==> config.mk <==
export PLATFORM = sky130hd
export DESIGN_NAME = bcd_converter_param
export DESIGN_NICKNAME = d
export VERILOG_FILES = /design/src/rtl/bcd_converter_param.sv
export SDC_FILE = /design/constraint.sdc
export NUM_CORES = 1
export LEC_CHECK = 0
export ABC_AREA = 1
export CAP_MARGIN = 15
export CELL_PAD_IN_SITES_DETAIL_PLACEMENT = 1
export CELL_PAD_IN_SITES_GLOBAL_PLACEMENT = 2
export CORE_MARGIN = 2
export CORE_UTILIZATION = 33
export CTS_CLUSTER_SIZE = 8
export DETAILED_ROUTE_END_ITERATION = 16
export PLACE_DENSITY_LB_ADDON = 0.1
export SETUP_SLACK_MARGIN = 0.5
export SLEW_MARGIN = 0
export SYNTH_ARGS = -nofsm -noshare
export SYNTH_HDL_FRONTEND = slang
export SYNTH_SLANG_ARGS = --single-unit
==> constraint.sdc <==
create_clock -name clk_i -period 4.27 [get_ports clk_i]
set_input_delay 0.6405 -clock clk_i [delete_from_list [all_inputs] [get_ports clk_i]]
set_output_delay 0.6405 -clock clk_i [all_outputs]
set_load 0.1 [all_outputs]
==> src/rtl/bcd_converter_param.sv <==
// Sequential binary-to-BCD converter (double dabble), one input bit per clock.
// Adds saturating overflow and a significant-digit count for leading-zero blanking.
module bcd_converter_param #(
   parameter int unsigned BIN_WIDTH  = 32,
   parameter int unsigned BCD_DIGITS = 10,
   localparam int unsigned DCNT_W    = $clog2(BCD_DIGITS + 1)
) (
   input  logic                    clk_i,
   input  logic                    reset_i,
   input  logic                    start_i,
   input  logic [BIN_WIDTH-1:0]    binary_i,
   output logic                    ready_o,
   output logic                    done_o,
   output logic [4*BCD_DIGITS-1:0] BCD_o,
   output logic                    overflow_o,
   output logic [DCNT_W-1:0]       digits_o
);

   // Enough digits to hold any BIN_WIDTH value: ceil(BIN_WIDTH*log10(2)) + 1.
   localparam int unsigned ACC_DIGITS = (BIN_WIDTH * 30103 + 99999) / 100000 + 1;
   localparam int unsigned ACC_W      = 4 * ACC_DIGITS;
   localparam int unsigned OUT_W      = 4 * BCD_DIGITS;
   localparam int unsigned CNT_W      = $clog2(BIN_WIDTH + 1);

   // 10**BCD_DIGITS, clamped to 2**BIN_WIDTH when it exceeds the input range so the
   // overflow compare can never fire in that case.
   function automatic logic [BIN_WIDTH:0] pow10_limit();
      logic [BIN_WIDTH:0]   p;
      logic [BIN_WIDTH+4:0] t;
      p = (BIN_WIDTH+1)'(1);
      for (int i = 0; i < int'(BCD_DIGITS); i++) begin
         t = {4'b0000, p} * (BIN_WIDTH+5)'(10);
         if (t[BIN_WIDTH+4:BIN_WIDTH] != 5'd0) p = {1'b1, {BIN_WIDTH{1'b0}}};
         else                                  p = t[BIN_WIDTH:0];
      end
      return p;
   endfunction

   localparam logic [BIN_WIDTH:0] OVF_LIMIT = pow10_limit();

   typedef enum logic [1:0] {StIdle, StShift, StDone} state_e;

   state_e                 state_q, state_d;
   logic [BIN_WIDTH-1:0]   shift_q, shift_d;
   logic [ACC_W-1:0]       acc_q, acc_d;
   logic [CNT_W-1:0]       cnt_q, cnt_d;
   logic                   ovf_q, ovf_d;
   logic [OUT_W-1:0]       bcd_q, bcd_d;
   logic                   overflow_q, overflow_d;
   logic [DCNT_W-1:0]      digits_q, digits_d;
   logic                   done_q, done_d;

   logic [ACC_W-1:0]           adj;
   logic [ACC_W+BIN_WIDTH-1:0] dabble;
   logic [OUT_W-1:0]           res;
   logic [DCNT_W-1:0]          sig_digits;

   // Add-3 correction on every digit >= 5, then shift the next binary bit in.
   always_comb begin
      adj = acc_q;
      for (int i = 0; i < int'(ACC_DIGITS); i++) begin
         if (acc_q[4*i +: 4] >= 4'd5) adj[4*i +: 4] = acc_q[4*i +: 4] + 4'd3;
      end
      dabble = {adj, shift_q} << 1;
   end

   // Low BCD_DIGITS of the accumulator and the index of its highest nonzero digit.
   always_comb begin
      res        = OUT_W'(acc_q);
      sig_digits = DCNT_W'(1);
      for (int i = 0; i < int'(BCD_DIGITS); i++) begin
         if (res[4*i +: 4] != 4'd0) sig_digits = DCNT_W'(i + 1);
      end
   end

   // Next-state and datapath control.
   always_comb begin
      state_d    = state_q;
      shift_d    = shift_q;
      acc_d      = acc_q;
      cnt_d      = cnt_q;
      ovf_d      = ovf_q;
      bcd_d      = bcd_q;
      overflow_d = overflow_q;
      digits_d   = digits_q;
      done_d     = 1'b0;
      unique case (state_q)
         StIdle: begin
            if (start_i) begin
               shift_d = binary_i;
               acc_d   = '0;
               cnt_d   = CNT_W'(BIN_WIDTH);
               ovf_d   = ({1'b0, binary_i} >= OVF_LIMIT);
               state_d = StShift;
            end
         end
         StShift: begin
            acc_d   = dabble[ACC_W+BIN_WIDTH-1:BIN_WIDTH];
            shift_d = dabble[BIN_WIDTH-1:0];
            cnt_d   = cnt_q - CNT_W'(1);
            if (cnt_q == CNT_W'(1)) state_d = StDone;
         end
         StDone: begin
            bcd_d      = ovf_q ? {BCD_DIGITS{4'h9}} : res;
            overflow_d = ovf_q;
            digits_d   = ovf_q ? DCNT_W'(BCD_DIGITS) : sig_digits;
            done_d     = 1'b1;
            state_d    = StIdle;
         end
         default: state_d = StIdle;
      endcase
   end

   // State and result registers; reset aborts any conversion in flight.
   always_ff @(posedge clk_i or posedge reset_i) begin
      if (reset_i) begin
         state_q    <= StIdle;
         shift_q    <= '0;
         acc_q      <= '0;
         cnt_q      <= '0;
         ovf_q      <= 1'b0;
         bcd_q      <= '0;
         overflow_q <= 1'b0;
         digits_q   <= DCNT_W'(1);
         done_q     <= 1'b0;
      end else begin
         state_q    <= state_d;
         shift_q    <= shift_d;
         acc_q      <= acc_d;
         cnt_q      <= cnt_d;
         ovf_q      <= ovf_d;
         bcd_q      <= bcd_d;
         overflow_q <= overflow_d;
         digits_q   <= digits_d;
         done_q     <= done_d;
      end
   end

   assign ready_o    = (state_q == StIdle);
   assign done_o     = done_q;
   assign BCD_o      = bcd_q;
   assign overflow_o = overflow_q;
   assign digits_o   = digits_q;

endmodule

==> impl_results.md <==
* Result of the run: complete, no violations
* Post_cts resized at 0
* Hold Startpoint: digits_o[0]$_DFFE_PP1P_
* Starting DRT DRC Count at 197
* WL met1 at 7.03 mm
* Combinational share of power at 0.458
* Maximum clock rate at 343 MHz
* Initial antenna violation count at 0
* HP Class: reg2reg
* Crit path cell chain: nand2_2 -> inv_4 -> nor2_8 -> inv_4 -> nand4_1 -> nor2_1 -> nor2_1 -> nand2_1
* Setup CP Type: reg2reg
* Residual DRC count at 0
* Top-area cell type share of the netlist area at 0.531
* Cell Area, Synth at 5840 um2
* P&R area growth vs syn at 27.8%
* CP Max Fanout at 44
* Num rows at 48
* Cell internal pwr at 3.64 mW
* GRT Residual Overflow at 0
* Total CTS buffers at 17
* Largest net degree at the start of global routing at 48
* Share of post-route cells with drive strength above 1 at 0.0789
* CP max stage delay at 0.65 ns
* PwrDens at 887 nW/um2
* Initial Utilization at 0.338
* Syn nets at 715
* Max-Cap Viols at 0
* Clock-pin slew on the worst setup and hold paths at 0.06 ns
* Hold_buf cts at 0
* Vias/cell at 4.88
* Wire length on met3 at 423 um
* Post-DP HPWL at 9.70 mm
* Multi-input gate area in the final layout at 2320 um2
* Placed Area at 6820 um2
* Slowest cell on the critical path: nand2_2
* Die Height at 137 um
* Io pins at 82
* Detailed Routing Iterations Pass 1 at 6
* Netlist cell types at 38
* Worst slew pin tran at 0.984 ns
* Non-Filler Instances at 973
* Port bufs at 80
* Storage element area at 3130 um2
* Synthesized flop and latch total at 125
* Slew Limit Fails at 0
* Pre-CTS setup slack at 1.09 ns
* Number of synthesized flops with an enable pin at 0
* CTS Sinks at 125
* Routed WL at 14.7 mm
* Psw at 2.99 mW
* Asr flop ratio synth at 1.00
* Vias in the first global route at 5,046
* Met2 WL post-DR at 6.92 mm
* Required @ worst endpoint at 4.57 ns
* Clock power frac at 0.238
* Syn Inst Count at 658
* Sequential power share at 0.304
* Delay-heaviest family, CP: simple AND/OR/NAND/NOR gates
* Layout Cell Area excl Fill at 7460 um2
* Total vias in the final route at 4,752
* Nets at 792
* Top_reg_cell synth: dfrtp_1
* Max VDD drop at 0.355 mV
* Crit path from: state_q[0]$_DFFE_PP0P_
* Critical Path Start Type: flop
* Crit end category: flop
* Post-route clock period utilization at 0.682
* Die area at 18,800 um2
* Routed Antenna Nets at 0
* Worst setup margin at 1.36 ns
* FILL cells at 1,992
* CTS root buffer: clkbuf_16
* RSZ-0062 raised after global routing: false
* Most frequent cells in the layout: nand2_1 (168), dfrtp_1 (124), clkdlybuf4s50_1 (80), o21ai_0 (79), inv_1 (58)
* Leak pwr at 3.43 nW
* Core outline area at 17,300 um2
* Gpl congestion at 0.764
* TritonCTS clock tree: yes
* Final setup violation count at 0
* Avg Cell Area, Syn at 8.88 um2
* Total negative slack at 0 ns
* Setup bufs post-CTS at 0
* Yosys top cell by area: dfrtp_1
* Max Clock Skew at 0.00737 ns
* Period minus WS final at 2.91 ns
* Tot GR Track Use at 0.169
* H-tree depth at 4
* First-pass GRT wire length at 24.8 mm
* Max_slew headroom at 0.342
* Worst-Skew Late Latency at 0.42 ns
* N_diodes at 0
* DP Cell Count at 941
* Top sig layer: met4
* Sequential share of the synthesized area at 0.536
* Worst Path Buf+Inv at 2
* Commonest non-fill, non-tap cell in the layout: nand2_1
* Worst path arrival time at 3.21 ns
* Final hold violation count at 0
* CTS max path bufs at 2
* Worst r2r src: state_q[0]$_DFFE_PP0P_
* Routed len/inst at 15.1 um
* Die W at 137 um
* Warning count from the yosys run at 0
* Sw Ratio at 0.451
* Top cells by area, synth: dfrtp_1 (53%), nand2_1 (11%), o21ai_0 (6.8%)
==> logic make-up (layout without fill, tap and decap cells) <==
logic type,after synthesis,after routing,synth area share
xor gates and xnor gates,10,10,0.0150
DFF,125,125,0.536
other,1,1,0.000642
and+or+nand+nor,244,244,0.172
AOI/OAI and AO/OA,166,166,0.162
adders and majority gates,22,22,0.0471
buffers and inverters,90,180,0.0677
==> synthesized netlist by cell type (3+ instances only) <==
cell      number
nand2_1      168
dfrtp_1      124
o21ai_0       79
inv_1         59
a21oi_1       32
nand3_1       32
nor2_1        32
ha_1          22
o21ai_1       19
clkbuf_1      11
o21ai_2       10
xor2_1        10
o32ai_1        9
buf_2          8
o211ai_1       6
buf_6          4
o22ai_1        4
buf_4          3
nor3_1         3
==> registers in the layout, summed over array words and instances (netlist names) <==
| name | cells |
|---|---|
| BCD_o | 40 |
| acc_q | 40 |
| shift_q | 32 |
| cnt_q | 6 |
| digits_o | 4 |
| state_q | 2 |
| done_o | 1 |
==> routing by layer <==
layer | vias up | GRT usage
met5 | - | 0
met4 | 0 | 0.0659
met3 | 19 | 0.0330
met2 | 67 | 0.277
met1 | 2342 | 0.221
li1 | 2324 | -
==> layout make-up <==
type / count / share of cell area
Clock buffer: 22 / 0.0649
Clock inverter: 10 / 0.0215
Inverter: 64 / 0.0335
Multi-Input combinational cell: 443 / 0.310
Sequential cell: 125 / 0.419
Tap cell: 225 / 0.0377
Timing Repair Buffer: 84 / 0.113
==> power groups by stage <==
stage	clock, mW	combinational [mW]	sequential (mW)
final	1.58	3.03	2.01
after global routing	1.66	3.40	2.08
after CTS	1.62	3.08	2.01
after detailed placement	0	3.04	2.02
after global placement	0	2.94	2.00
after floorplan	0	1.73	2.61
==> worst paths after layout <==
check,to,cells past startpoint,slack [ns]
max in group asynchronous,cnt_q[0]$_DFFE_PP0P_,3,2.71
min in group asynchronous,BCD_o[20]$_DFFE_PP0P_,2,0.76
max reg2reg,cnt_q[5]$_DFFE_PP0P_,8,1.36
max,cnt_q[5]$_DFFE_PP0P_,8,1.36
min reg2reg,digits_o[0]$_DFFE_PP1P_,2,0.48
min,digits_o[0]$_DFFE_PP1P_,2,0.48
==> worst min-delay path: cells and delay by family, from the launching register on <==
family	cells	cell delay, ns
and+or+nand+nor	2	0.11
DFF	1	0.36
==> through the flow <==
stage                      util  hold slack (ns)  power (mW)
after global placement    0.394            0.459        4.94
after floorplan               -            0.452        4.34
after global routing      0.432            0.513        7.14
final                     0.432            0.478        6.62
after CTS                 0.432            0.484        6.71
after detailed placement  0.394            0.470        5.07
No activity file was read; power rests on OpenSTA's default activity.
